[src/rtl/bnn_pkg.sv]
// Shared BNN definitions: top-level phase encoding, image/kernel sizes and the
// pixel loader state enum.
package bnn_pkg;

  typedef enum logic [2:0] {
    s_IDLE,
    s_LOAD,
    s_LAYER_1,
    s_LAYER_2,
    s_LAYER_3
  } state_t;

  typedef enum logic [2:0] {
    L_IDLE,
    L_PIX,
    L_WTS,
    L_CHK,
    L_DONE
  } loader_state_t;

  localparam int IMG_DIM   = 28;
  localparam int PIX_BYTES = 98;
  localparam int WT_BYTES  = 9;

endpackage

[src/rtl/pixel_loader_if.sv]
// Byte-stream handshake into the pixel loader (valid/ready, one byte per beat).
interface pixel_loader_if;

  logic       in_valid;
  logic [7:0] in_data;
  logic       in_ready;

  modport master (output in_valid, output in_data, input in_ready);
  modport slave  (input in_valid, input in_data, output in_ready);

endinterface

[src/rtl/pixel_loader.sv]
// Loads a 28x28 binarised image (98 bytes, LSB first) and 9 kernel bytes.
// Optional trailing XOR checksum byte when LOADER_CHECKSUM_EN is defined.
//
// state  | meaning
// L_IDLE | waiting for state == s_LOAD, in_ready low
// L_PIX  | accepting pixel bytes 0..97
// L_WTS  | accepting weight bytes 0..8 (bit b = filter b)
// L_CHK  | accepting checksum byte (LOADER_CHECKSUM_EN only)
// L_DONE | image and weights complete, done high
import bnn_pkg::*;

module pixel_loader (
  input  logic                                   clk,
  input  logic                                   rst_n,
  input  state_t                                 state,
  pixel_loader_if.slave                          bus,
  output logic [IMG_DIM-1:0][IMG_DIM-1:0]        pixels,
  output logic [2:0][2:0][7:0]                   weights,
  output logic                                   done,
  output logic                                   err
);

  localparam logic [6:0] LAST_PIX = 7'(PIX_BYTES - 1);
  localparam logic [6:0] LAST_WT  = 7'(WT_BYTES - 1);

  loader_state_t                  fsm;
  logic [6:0]                     cnt;
  logic [PIX_BYTES-1:0][7:0]      pix_q;
  logic [WT_BYTES-1:0][7:0]       wt_q;
  logic                           xfer;

`ifdef LOADER_CHECKSUM_EN
  logic [7:0] chk_xor;
  logic       err_q;
  assign err = err_q;
`else
  assign err = 1'b0;
`endif

  assign bus.in_ready = (fsm == L_PIX) || (fsm == L_WTS) || (fsm == L_CHK);
  assign xfer         = bus.in_valid && bus.in_ready;

  // Byte k bit b lands on linear pixel 8k+b, which is exactly the packed layout.
  assign pixels  = pix_q;
  assign weights = wt_q;

  always_ff @(posedge clk or negedge rst_n) begin
    if (!rst_n) begin
      fsm     <= L_IDLE;
      cnt     <= '0;
      pix_q   <= '0;
      wt_q    <= '0;
      done    <= 1'b0;
`ifdef LOADER_CHECKSUM_EN
      chk_xor <= '0;
      err_q   <= 1'b0;
`endif
    end else if (state != s_LOAD) begin
      // Abort wins over any byte offered on this edge; arrays are retained.
      fsm   <= L_IDLE;
      cnt   <= '0;
      done  <= 1'b0;
`ifdef LOADER_CHECKSUM_EN
      err_q <= 1'b0;
`endif
    end else begin
      case (fsm)
        L_IDLE: begin
          fsm     <= L_PIX;
          cnt     <= '0;
`ifdef LOADER_CHECKSUM_EN
          chk_xor <= '0;
`endif
        end
        L_PIX: begin
          if (xfer) begin
            pix_q[cnt] <= bus.in_data;
`ifdef LOADER_CHECKSUM_EN
            chk_xor    <= chk_xor ^ bus.in_data;
`endif
            if (cnt == LAST_PIX) begin
              cnt <= '0;
              fsm <= L_WTS;
            end else begin
              cnt <= cnt + 7'd1;
            end
          end
        end
        L_WTS: begin
          if (xfer) begin
            wt_q[cnt[3:0]] <= bus.in_data;
`ifdef LOADER_CHECKSUM_EN
            chk_xor        <= chk_xor ^ bus.in_data;
`endif
            if (cnt == LAST_WT) begin
              cnt  <= '0;
`ifdef LOADER_CHECKSUM_EN
              fsm  <= L_CHK;
`else
              fsm  <= L_DONE;
              done <= 1'b1;
`endif
            end else begin
              cnt <= cnt + 7'd1;
            end
          end
        end
`ifdef LOADER_CHECKSUM_EN
        L_CHK: begin
          if (xfer) begin
            err_q <= (bus.in_data != chk_xor);
            done  <= 1'b1;
            fsm   <= L_DONE;
          end
        end
`endif
        L_DONE: begin
          fsm <= L_DONE;
        end
        default: begin
          fsm <= L_IDLE;
        end
      endcase
    end
  end

endmodule

[src/flat_wrapper.sv]
// flat-port wrapper written by rule: the top's interface ports become plain ports
module pixel_loader_flat 
  (clk, rst_n, state, pixels, weights, done, err, bus_in_valid, bus_in_data, bus_in_ready);
  pixel_loader_if bus_i ();
  input  logic clk;
  input  logic rst_n;
  input  state_t state;
  output logic [IMG_DIM-1:0][IMG_DIM-1:0] pixels;
  output logic [2:0][2:0][7:0] weights;
  output logic done;
  output logic err;
  input wire logic [$bits(bus_i.in_valid)-1:0] bus_in_valid;
  input wire logic [$bits(bus_i.in_data)-1:0] bus_in_data;
  output wire logic [$bits(bus_i.in_ready)-1:0] bus_in_ready;
  assign bus_i.in_valid = bus_in_valid;
  assign bus_i.in_data = bus_in_data;
  assign bus_in_ready = bus_i.in_ready;
  pixel_loader u_core (.clk(clk), .rst_n(rst_n), .state(state), .bus(bus_i), .pixels(pixels), .weights(weights), .done(done), .err(err));
endmodule
[config.mk]
export PLATFORM = sky130hd
export DESIGN_NAME = pixel_loader_flat
export DESIGN_NICKNAME = d
export VERILOG_FILES = /design/src/rtl/bnn_pkg.sv /design/src/rtl/pixel_loader_if.sv /design/src/rtl/pixel_loader.sv /design/src/flat_wrapper.sv
export SDC_FILE = /design/constraint.sdc
export NUM_CORES = 1
export LEC_CHECK = 0
export ABC_AREA = 1
export CAP_MARGIN = 10
export CORE_AREA = 10 10 329 331
export DETAILED_ROUTE_END_ITERATION = 10
export DIE_AREA = 0 0 339 341
export SETUP_SLACK_MARGIN = 0.3
export SLEW_MARGIN = 20
export SYNTH_ARGS = -nofsm -noshare
export SYNTH_HDL_FRONTEND = slang
export SYNTH_SLANG_ARGS = --single-unit
[constraint.sdc]
create_clock -name clk -period 4.5 [get_ports clk]
set_input_delay 0.9 -clock clk [delete_from_list [all_inputs] [get_ports clk]]
set_output_delay 0.9 -clock clk [all_outputs]
set_load 0.01 [all_outputs]
Yosys cells after proc, flatten, opt, wreduce, memory -nomap -nowiden
Cells that the tools add are included.
- $add $sub $neg: 1
- order comparisons: 4
- equal/unequal tests: 11
- muxes and demuxes: 22
- bitwise logic cells: 1
- reductions and logical operators: 15
- operator list (cell ; count):
    bitwise mux 784 bit ; 1
    bitwise mux 72 bit ; 1
    demux 8 bit (select 7 bit) ; 1
    2-to-1 mux 7 bit ; 5
    demux 8 bit (select 4 bit) ; 1
    case mux 7 bit (3 select lines) ; 1
    2-to-1 mux 8 bit ; 2
    2-to-1 mux 3 bit ; 5
    case mux 3 bit (4 select lines) ; 1
    AND reduction 3 bit ; 4
    < comparator 7 x 8 -> 1 bit, second input constant ; 1
    adder 7 x 1 -> 7 bit, second input constant ; 1
    equality test 7 x 4 -> 1 bit, second input constant ; 1
    equality test 7 bit, second input constant ; 1
    greater-or-equal comparator 7 x 1 -> 1 bit, second input constant ; 1
    equality test 3 x 2 -> 1 bit, second input constant ; 2
    != test 3 x 2 -> 1 bit, second input constant ; 2
    != test 3 bit, second input constant ; 2
    nonzero test 2 bit ; 3
    < comparator 4 x 5 -> 1 bit, second input constant ; 1
    greater-or-equal comparator 4 x 1 -> 1 bit, second input constant ; 1
    2-to-1 mux 1 bit ; 4
    AND reduction 4 bit ; 1
    nonzero test 4 bit ; 1
    other kinds (7) ; 10
- register bits after elaboration: 867
- bits of input ports: 14
- output and inout port bits: 859
- word-level logic and storage cells: 164

Depth between registers and ports, before layout
Gate-level depths: netlist (run 1).
- depth in word-level cells: 7
- depth in mapped cells: 11
- gate-level depth less buffers: 10

Worst setup path before layout (run 1)
No wires, ideal clock.
- path type: input-to-reg
- from: input port state[2]
- to: register u_core.pix_q, in the netlist u_core.pixels[565]
- setup time: 129 ps
- arrival: 2252 ps
- required time: 4371 ps
- path slack: 2119 ps
- stages on the path: 11
- path buffers: 3
- cells stage by stage: nor2_1 > nand2_1 > nor2_4 > nand3_2 > inv_2 > buf_8 > buf_12 > nand2_2 > buf_2 > nand2_1 > o21ai_1
- word-level cells in the longest chain between the ends: 3
- ends and longest elaborated chain (element ; RTL line ; source):
    from (decl) ; flat_wrapper.sv:7 ; input state_t state;
    != test 3 x 1 -> 1 bit ; pixel_loader.sv:58 ; end else if (state != s_LOAD) begin
    inverter 1 bit (no source line) ; n/a ;
    AND reduction 3 bit (no source line) ; n/a ;
    to (signal, indexed assignment) ; pixel_loader.sv:77 ; pix_q[cnt] <= bus.in_data;
    to (decl) ; pixel_loader.sv:28 ; logic [PIX_BYTES-1:0][7:0] pix_q;
No other way between the ends.
A chain may end at the register's enable or synchronous reset.

Final worst setup path (run 1)
- from: input port state[2]
- to: register u_core.pix_q, in the netlist u_core.pixels[170]
Same word-level chain as after synthesis.

==> results of run 1 <==
per-layer routing:
layer / share of wire / vias to the layer above / global-route usage
met5: 0 / - / 0
met4: 0.040 / 0 / 0.0874
met3: 0.097 / 194 / 0.0823
met2: 0.47 / 886 / 0.338
met1: 0.40 / 12300 / 0.252
li1: - / 11900 / -
worst max path at each step:
| stage | startpoint | slack, ns | cells after the start | end |
|---|---|---|---|---|
| detailed placement | state[2] | 0.72 | 8 | u_core.pixels[441]$_DFFE_PN0P_ |
| CTS | state[2] | 1.46 | 8 | u_core.pixels[441]$_DFFE_PN0P_ |
| finish | state[2] | 1.50 | 8 | u_core.pixels[170]$_DFFE_PN0P_ |
| floorplan | state[2] | 2.12 | 11 | u_core.pixels[565]$_DFFE_PN0P_ |
| global placement | state[2] | 0.74 | 9 | u_core.pixels[442]$_DFFE_PN0P_ |
| global route | state[2] | 1.34 | 8 | u_core.pixels[442]$_DFFE_PN0P_ |
cell type report:
type                       instances  area [um^2]
multi-input combinational       2025         9140
inverter                          38          170
sequential                       867        21700
clock inverter                    26          248
timing repair buffer             919         9260
antenna                            1         2.50
tap                             1368         1710
clock buffer                     138         2750
fill                            9788        56500
sequential cells by signal, summed over array words and instances (netlist names):
name / flops
u_core.pixels: 784
u_core.weights: 72
u_core.cnt: 7
u_core.fsm: 3
u_core.done: 1
layout by cell type (no fill, tap or decap), drive strengths merged:
| master | netlist | routed |
|---|---|---|
| o211ai | 1 | 1 |
| diode | 0 | 1 |
| clkbuf | 160 | 138 |
| nand2 | 1000 | 1000 |
| clkdlybuf4s50 | 0 | 870 |
| o21ai | 864 | 864 |
| dfrtp | 867 | 867 |
| clkinv | 1 | 21 |
| a21oi | 2 | 2 |
| nand3 | 40 | 40 |
| conb | 1 | 1 |
| inv | 37 | 38 |
| buf | 55 | 49 |
| ha | 4 | 4 |
| nor2 | 107 | 107 |
| nand4 | 2 | 2 |
| bufinv | 0 | 3 |
| clkinvlp | 0 | 2 |
| nor3 | 4 | 4 |
where the power goes:
| group | leakage [uW] | internal [uW] | switching (uW) | total, uW |
|---|---|---|---|---|
| clock network | 0.00148 | 4390 | 3220 | 7610 |
| registers | 0.0121 | 7800 | 4.13 | 7810 |
| logic | 0.00632 | 60.2 | 363 | 423 |
stage by stage:
stage / power (uW) / instance area, um^2 / setup WS [ns] / hold WS [ns] / util
final: 15800 / 45000 / 1.50 / 0.214 / 0.443
after global placement: 8390 / 42000 / 0.743 / 0.464 / 0.414
after detailed placement: 8390 / 42000 / 0.722 / 0.472 / 0.414
after global routing: 16400 / 45000 / 1.34 / 0.218 / 0.443
after CTS: 16100 / 45000 / 1.46 / 0.185 / 0.443
after floorplan: 8050 / 32200 / 2.12 / 0.492 / -
logic make-up (layout without fill, tap and decap cells):
| kind of cell | count (synthesis) | in the layout | share of synthesized area |
|---|---|---|---|
| buffers and inverters | 253 | 1121 | 0.0416 |
| other | 1 | 2 | 0.000117 |
| DFF | 867 | 867 | 0.674 |
| AOI/OAI and AO/OA | 867 | 867 | 0.135 |
| and+or+nand+nor | 1153 | 1153 | 0.147 |
| adders and majority gates | 4 | 4 | 0.00156 |
synth_stat cells:
cell type / number / area [um^2]
nor2_4: 1 / 11.3
buf_2: 7 / 35.0
nand3_1: 33 / 165
o21ai_1: 63 / 315
nand3_2: 7 / 70.1
ha_1: 4 / 50.1
clkbuf_1: 160 / 601
clkinv_1: 1 / 3.75
a21oi_1: 2 / 10.0
nand2_4: 39 / 439
buf_8: 1 / 15.0
nor2_1: 104 / 390
buf_4: 5 / 37.5
inv_2: 4 / 15.0
conb_1: 1 / 3.75
nor3_4: 1 / 16.3
nand4_1: 2 / 12.5
nand2_1: 960 / 3600
nor3_1: 3 / 15.0
dfrtp_1: 867 / 21700
buf_6: 38 / 428
o211ai_1: 1 / 7.51
nor2_2: 2 / 12.5
buf_12: 4 / 80.1
inv_1: 33 / 124
o21ai_0: 801 / 4010
nand2_2: 1 / 6.26
==> summary.md, run 1 <==
| Metric | Value |
|---|---|
| Outcome | `finished, final reports clean` |
| H-tree depth | `3` |
| Number of placement rows | `117` |
| Kind of critical path | `primary input to register` |
| Max IR drop VDD | `0.273 mV` |
| Min-Delay Path Class | `primary input to async pin` |
| Slowest-stage cell, CP | `nand2_1` |
| Max-slew headroom | `0.415` |
| Cell Pwr Density | `352 mW/mm^2` |
| Non-Filler Instances | `5382` |
| Die H | `341 um` |
| Worst-path clk slew | `0.06 ns` |
| Critical path required time | `5.06 ns` |
| Total negative slack | `0 ns` |
| Max-cap check violation count | `0` |
| Vias in the first global route | `25100` |
| CTS tree | `yes` |
| PortBufs | `871` |
| CTS root buffer | `clkbuf_16` |
| Initial antenna violation count | `1` |
| Setup Buffers After CTS | `0` |
| Final Cycle Share | `0.666` |
| Number of vias per cell | `4.70` |
| Final max-slew violation count | `0` |
| Worst path cell trace | `clkdlybuf4s50_1 > nor2_1 > nand2_1 > nor2_4 > nand3_2 > inv_6 > nand2_1 > o21ai_0` |
| Fmax | `0.334 GHz` |
| Seq cells post-synth | `867` |
| Max FO, Critical Path | `46` |
| Min cycle time layout | `3.00 ns` |
| Synth Cell Area | `0.0322 mm^2` |
| CTS buffer count | `95` |
| CP Data Arrival Time | `3.55 ns` |
| Clk Latency, worst-skew pair | `0.68 ns` |
| Skew final | `0.0229 ns` |
| DRC viols | `0` |
| Total grt overflow | `0` |
| Total track usage | `0.211` |
| Fin. Hold Viols | `0` |
| RD Place Congestion | `0.798` |
| Largest net degree at the start of global routing | `108` |
| WL/cell | `23.3 um` |
| Sequential element share of the synthesized area | `0.674` |
| DPL Wire Length | `86700 um` |
| Crit end category | `register` |
| Startpoint types | `primary input` |
| Cts hold-fix bufs | `0` |
| Placed instance count | `5217` |
| Cell variety after synth | `27` |
| Final setup fails | `0` |
| Largest delay share family, worst path | `simple AND/OR/NAND/NOR gates` |
| Layout cell share with drive strength beyond 1 | `0.0628` |
| Starting Density | `0.317` |
| RSZ-0062 raised after global routing | `false` |
| Static Leak | `0.0199 uW` |
| R2R Setup Slk | `1.71 ns` |
| DR iter-0 viols | `1867` |
| Critical Path Most Common Cell | `nand2_1` |
| CP bufs+invs | `2` |
| Final net count | `3964` |
| CTS resizes | `0` |
| Clock Sinks | `867` |
| Vias | `25300` |
| Total die area | `0.116 mm^2` |
| Clk buf depth | `3` |
| DRT Pass-1 Iters | `5` |
| DRT antenna net count | `0` |
| Total core area | `0.101 mm^2` |
| First-pass GRT wire length | `183000 um` |
| I/O Pins | `873` |
| Syn Nets | `3163` |
| Warnings from Yosys | `0` |
| Area grow syn2layout | `39.8%` |
| Worst r2r src | `u_core.cnt[2]$_DFFE_PN0P_` |
| Chip width | `339 um` |
| Actual slew at the worst max-slew pin | `0.878 ns` |
| RR Endpoint | `u_core.pixels[159]$_DFFE_PN0P_` |
| Mean Syn Cell Area | `10.2 um^2` |
| Crit-path max cell delay | `0.60 ns` |
| Final wirelength | `126000 um` |
| Mapped Cells | `3145` |
| R2R cell count | `6` |
No activity file was read; power rests on OpenSTA's default activity.
==> run 2, diff against run 1 <==
==> constraint.sdc (replaced) <==
create_clock -name clk -period 2.5 [get_ports clk]
set_input_delay 0.5 -clock clk [delete_from_list [all_inputs] [get_ports clk]]
set_output_delay 0.5 -clock clk [all_outputs]
set_load 0.01 [all_outputs]
==> run 2 against run 1 <==
First-iteration DRC count decreased by 6.4%. Critical path depth down 7. Wire length rose by 0.24%. Largest power group is now the clock network. Sequential cell count stayed put.
==> summary.md, run 2 (synthesized netlist as in run 1, its figures left out) <==
| Metric | Value |
|---|---|
| Outcome | `finished, final reports clean` |
| Static Leak | `0.0217 uW (+9.2%)` |
| Final wirelength | `126000 um (+0.24%)` |
| Total grt overflow | `0 (unchanged)` |
| Starting Density | `0.317 (unchanged)` |
| Sequential share of power | `0.476 (-0.017)` |
| CTS tree | `yes` |
| Final Cycle Share | `0.857` |
| Initial antenna violation count | `0 (-1)` |
| Final setup fails | `0 (unchanged)` |
| Vias | `25900 (+2.5%)` |
| Most common cell after layout, fill and taps aside | `nand2_1` |
| Crit-path max cell delay | `0.60 ns (about the same)` |
| RSZ-0062 raised after global routing | `true` |
| Logic pwr share | `0.030 (+0.003)` |
| P_int | `22900 uW (+87%)` |
| RD Place Congestion | `0.819 (+2.7%)` |
| Clk buf depth | `3 (unchanged)` |
| Min-Delay Path Class | `primary input to async pin` |
| CP bufs+invs | `1 (-1)` |
| Max-cap check violation count | `0 (unchanged)` |
| Total negative slack | `0 ns (unchanged)` |
| DR iter-0 viols | `1747 (-6.4%)` |
| Worst-path clk slew | `0.06 ns (about the same)` |
| Clock Sinks | `867 (unchanged)` |
| Final max-slew violation count | `0 (unchanged)` |
| Setup Buffers After CTS | `0 (unchanged)` |
| Min cycle time layout | `2.14 ns` |
| DRT Pass-1 Iters | `7 (+2)` |
| Crit end category | `output port` |
| Diode count | `0 (-1)` |
| DRT antenna net count | `0 (unchanged)` |
| CTS buffer count | `94 (-1.1%)` |
| Die H | `341 um (unchanged)` |
| Startpoint types | `register` |
| Fill cells | `9450 (-3.5%)` |
| Clk network pwr share | `0.494 (+0.014)` |
| DPL Wire Length | `90200 um (+3.9%)` |
| Fmax | `0.467 GHz` |
| Total track usage | `0.211 (-0.000490)` |
| Max-slew headroom | `0.563 (+0.148)` |
| Switch share | `0.224 (-0.00256)` |
| Critical path required time | `2.00 ns (-3.06 ns)` |
| Largest net degree at the start of global routing | `51 (-53%)` |
| Slowest-stage cell, CP | `clkdlybuf4s50_1` |
| Fin. Hold Viols | `0 (unchanged)` |
| Kind of critical path | `register to output port` |
| Placed instance count | `5350 (+2.5%)` |
| Most frequent cells in the layout | `nand2_1 (959), dfrtp_1 (867), o21ai_0 (801)` |
| Post-Layout Inst Area | `0.0470 mm^2 (+4.4%)` |
| Post-DP Area | `0.0437 mm^2 (+4.1%)` |
| Vias in the first global route | `25600 (+2.1%)` |
| Area grow syn2layout | `45.9%` |
| PortBufs | `871 (unchanged)` |
| Actual slew at the worst max-slew pin | `0.656 ns (-0.222 ns)` |
| Total core area | `0.101 mm^2 (unchanged)` |
| DP Worst Slack | `0.0330 ns (-0.689 ns)` |
| Number of vias per cell | `4.70 (-0.13%)` |
| Max FO, Critical Path | `2 (-96%)` |
| CP Data Arrival Time | `1.64 ns (-1.91 ns)` |
| CTS root buffer | `clkbuf_16` |
| Clk Latency, worst-skew pair | `0.68 ns (about the same)` |
| Total die area | `0.116 mm^2 (unchanged)` |
| Non-Filler Instances | `5522 (+2.6%)` |
| Net switching power | `6610 uW (+84%)` |
| Max reg flops | `784 (unchanged)` |
| Chip width | `339 um (unchanged)` |
| WL/cell | `22.8 um (-2.3%)` |
| PnR worst setup slack | `0.358 ns (-1.15 ns)` |
| Largest delay share family, worst path | `buffers and inverters` |
| Max IR drop VDD | `0.555 mV (+100%)` |
| H-tree depth | `3 (unchanged)` |
| Total power | `29500 uW (+86%)` |
| I/O Pins | `873 (unchanged)` |
| Number of placement rows | `117 (unchanged)` |
| Layout cell share with drive strength beyond 1 | `0.0977 (+0.0349)` |
| Skew final | `0.0365 ns (+0.0136 ns)` |
| First-pass GRT wire length | `183000 um (unchanged)` |
| Cell Pwr Density | `629 mW/mm^2 (+79%)` |
| Final net count | `4097 (+3.4%)` |
| DRC viols | `0 (unchanged)` |
| Worst path cell trace | `clkdlybuf4s50_1` |
-- run 2: cell count changes in the layout (fill, tap and decap cells not counted), moves of 2 or more --
cell | previous run | this run
buf_4 | 34 | 110
clkinv_4 | 3 | 1
clkdlybuf4s50_1 | 870 | 779
buf_12 | 14 | 71
inv_1 | 25 | 23
clkbuf_1 | 24 | 16
clkinvlp_4 | 2 | 6
inv_2 | 3 | 5
bufinv_16 | 3 | 8
dlygate4sd2_1 | 0 | 64
dlymetal6s2s_1 | 0 | 26
clkinv_2 | 15 | 13
clkbuf_8 | 17 | 26
-- run 2: repair_timing --
| action | CTS | global route |
|---|---|---|
| setup endpoints to repair | 65 | 120 |
| hold buffers | 1 | 0 |
| gates resized for setup | 65 | 33 |
| endpoints found under the hold margin | 24 | 0 |
-- run 2: metal layers --
| metal | vias up | part of all wire | wire [um] | GRT usage |
|---|---|---|---|---|
| met2 | 897 | 0.47 | 58900 | 0.340 |
| met1 | 12700 | 0.40 | 49900 | 0.250 |
| li1 | 12200 | - | - | - |
| met4 | 0 | 0.042 | 5240 | 0.0919 |
| met3 | 213 | 0.094 | 11800 | 0.0788 |
| met5 | - | 0 | 0 | 0 |
-- run 2: final timing paths --
check                                          startpoint                             end  slack, ns  depth (start not counted)
min                                                 rst_n  u_core.pixels[208]$_DFFE_PN0P_       0.40                          2
min in group clk           u_core.weights[52]$_DFFE_PN0P_  u_core.weights[52]$_DFFE_PN0P_       0.48                          2
max reg2reg                     u_core.cnt[4]$_DFFE_PN0P_  u_core.pixels[180]$_DFFE_PN0P_       0.44                          7
max in group asynchronous                           rst_n  u_core.pixels[281]$_DFFE_PN0P_       1.19                          4
min reg2reg                u_core.weights[52]$_DFFE_PN0P_  u_core.weights[52]$_DFFE_PN0P_       0.48                          2
max                        u_core.pixels[173]$_DFFE_PN0P_                     pixels[173]       0.36                          1
-- run 2: per-stage QoR --
stage	hold WS, ns	util
6_report	0.401	0.463
5_1_grt	0.407	0.463
4_1_cts	0.370	0.462
3_5_place_dp	0.471	0.431
3_3_place_gp	0.465	0.431
2_1_floorplan	0.204	-
-- run 2: area by class of cell --
| cell class | count | area, um^2 | share of cell area |
|---|---|---|---|
| Tap cell | 1368 | 1710 | 0.0365 |
| Clock inverter | 33 | 450 | 0.00959 |
| Sequential cell | 867 | 21700 | 0.462 |
| Inverter | 38 | 168 | 0.00357 |
| Timing Repair Buffer | 1053 | 11000 | 0.233 |
| Multi-Input combinational cell | 2025 | 9150 | 0.195 |
| Clock buffer | 138 | 2820 | 0.0601 |
-- run 2: power by group through the flow --
stage / Combinational [uW] / Sequential [uW] / Clock (uW)
2_1_floorplan: 175 / 14300 / 0
3_3_place_gp: 933 / 14300 / 0
3_5_place_dp: 933 / 14300 / 0
4_1_cts: 935 / 14000 / 14900
5_1_grt: 983 / 14000 / 15400
6_report: 895 / 14100 / 14600
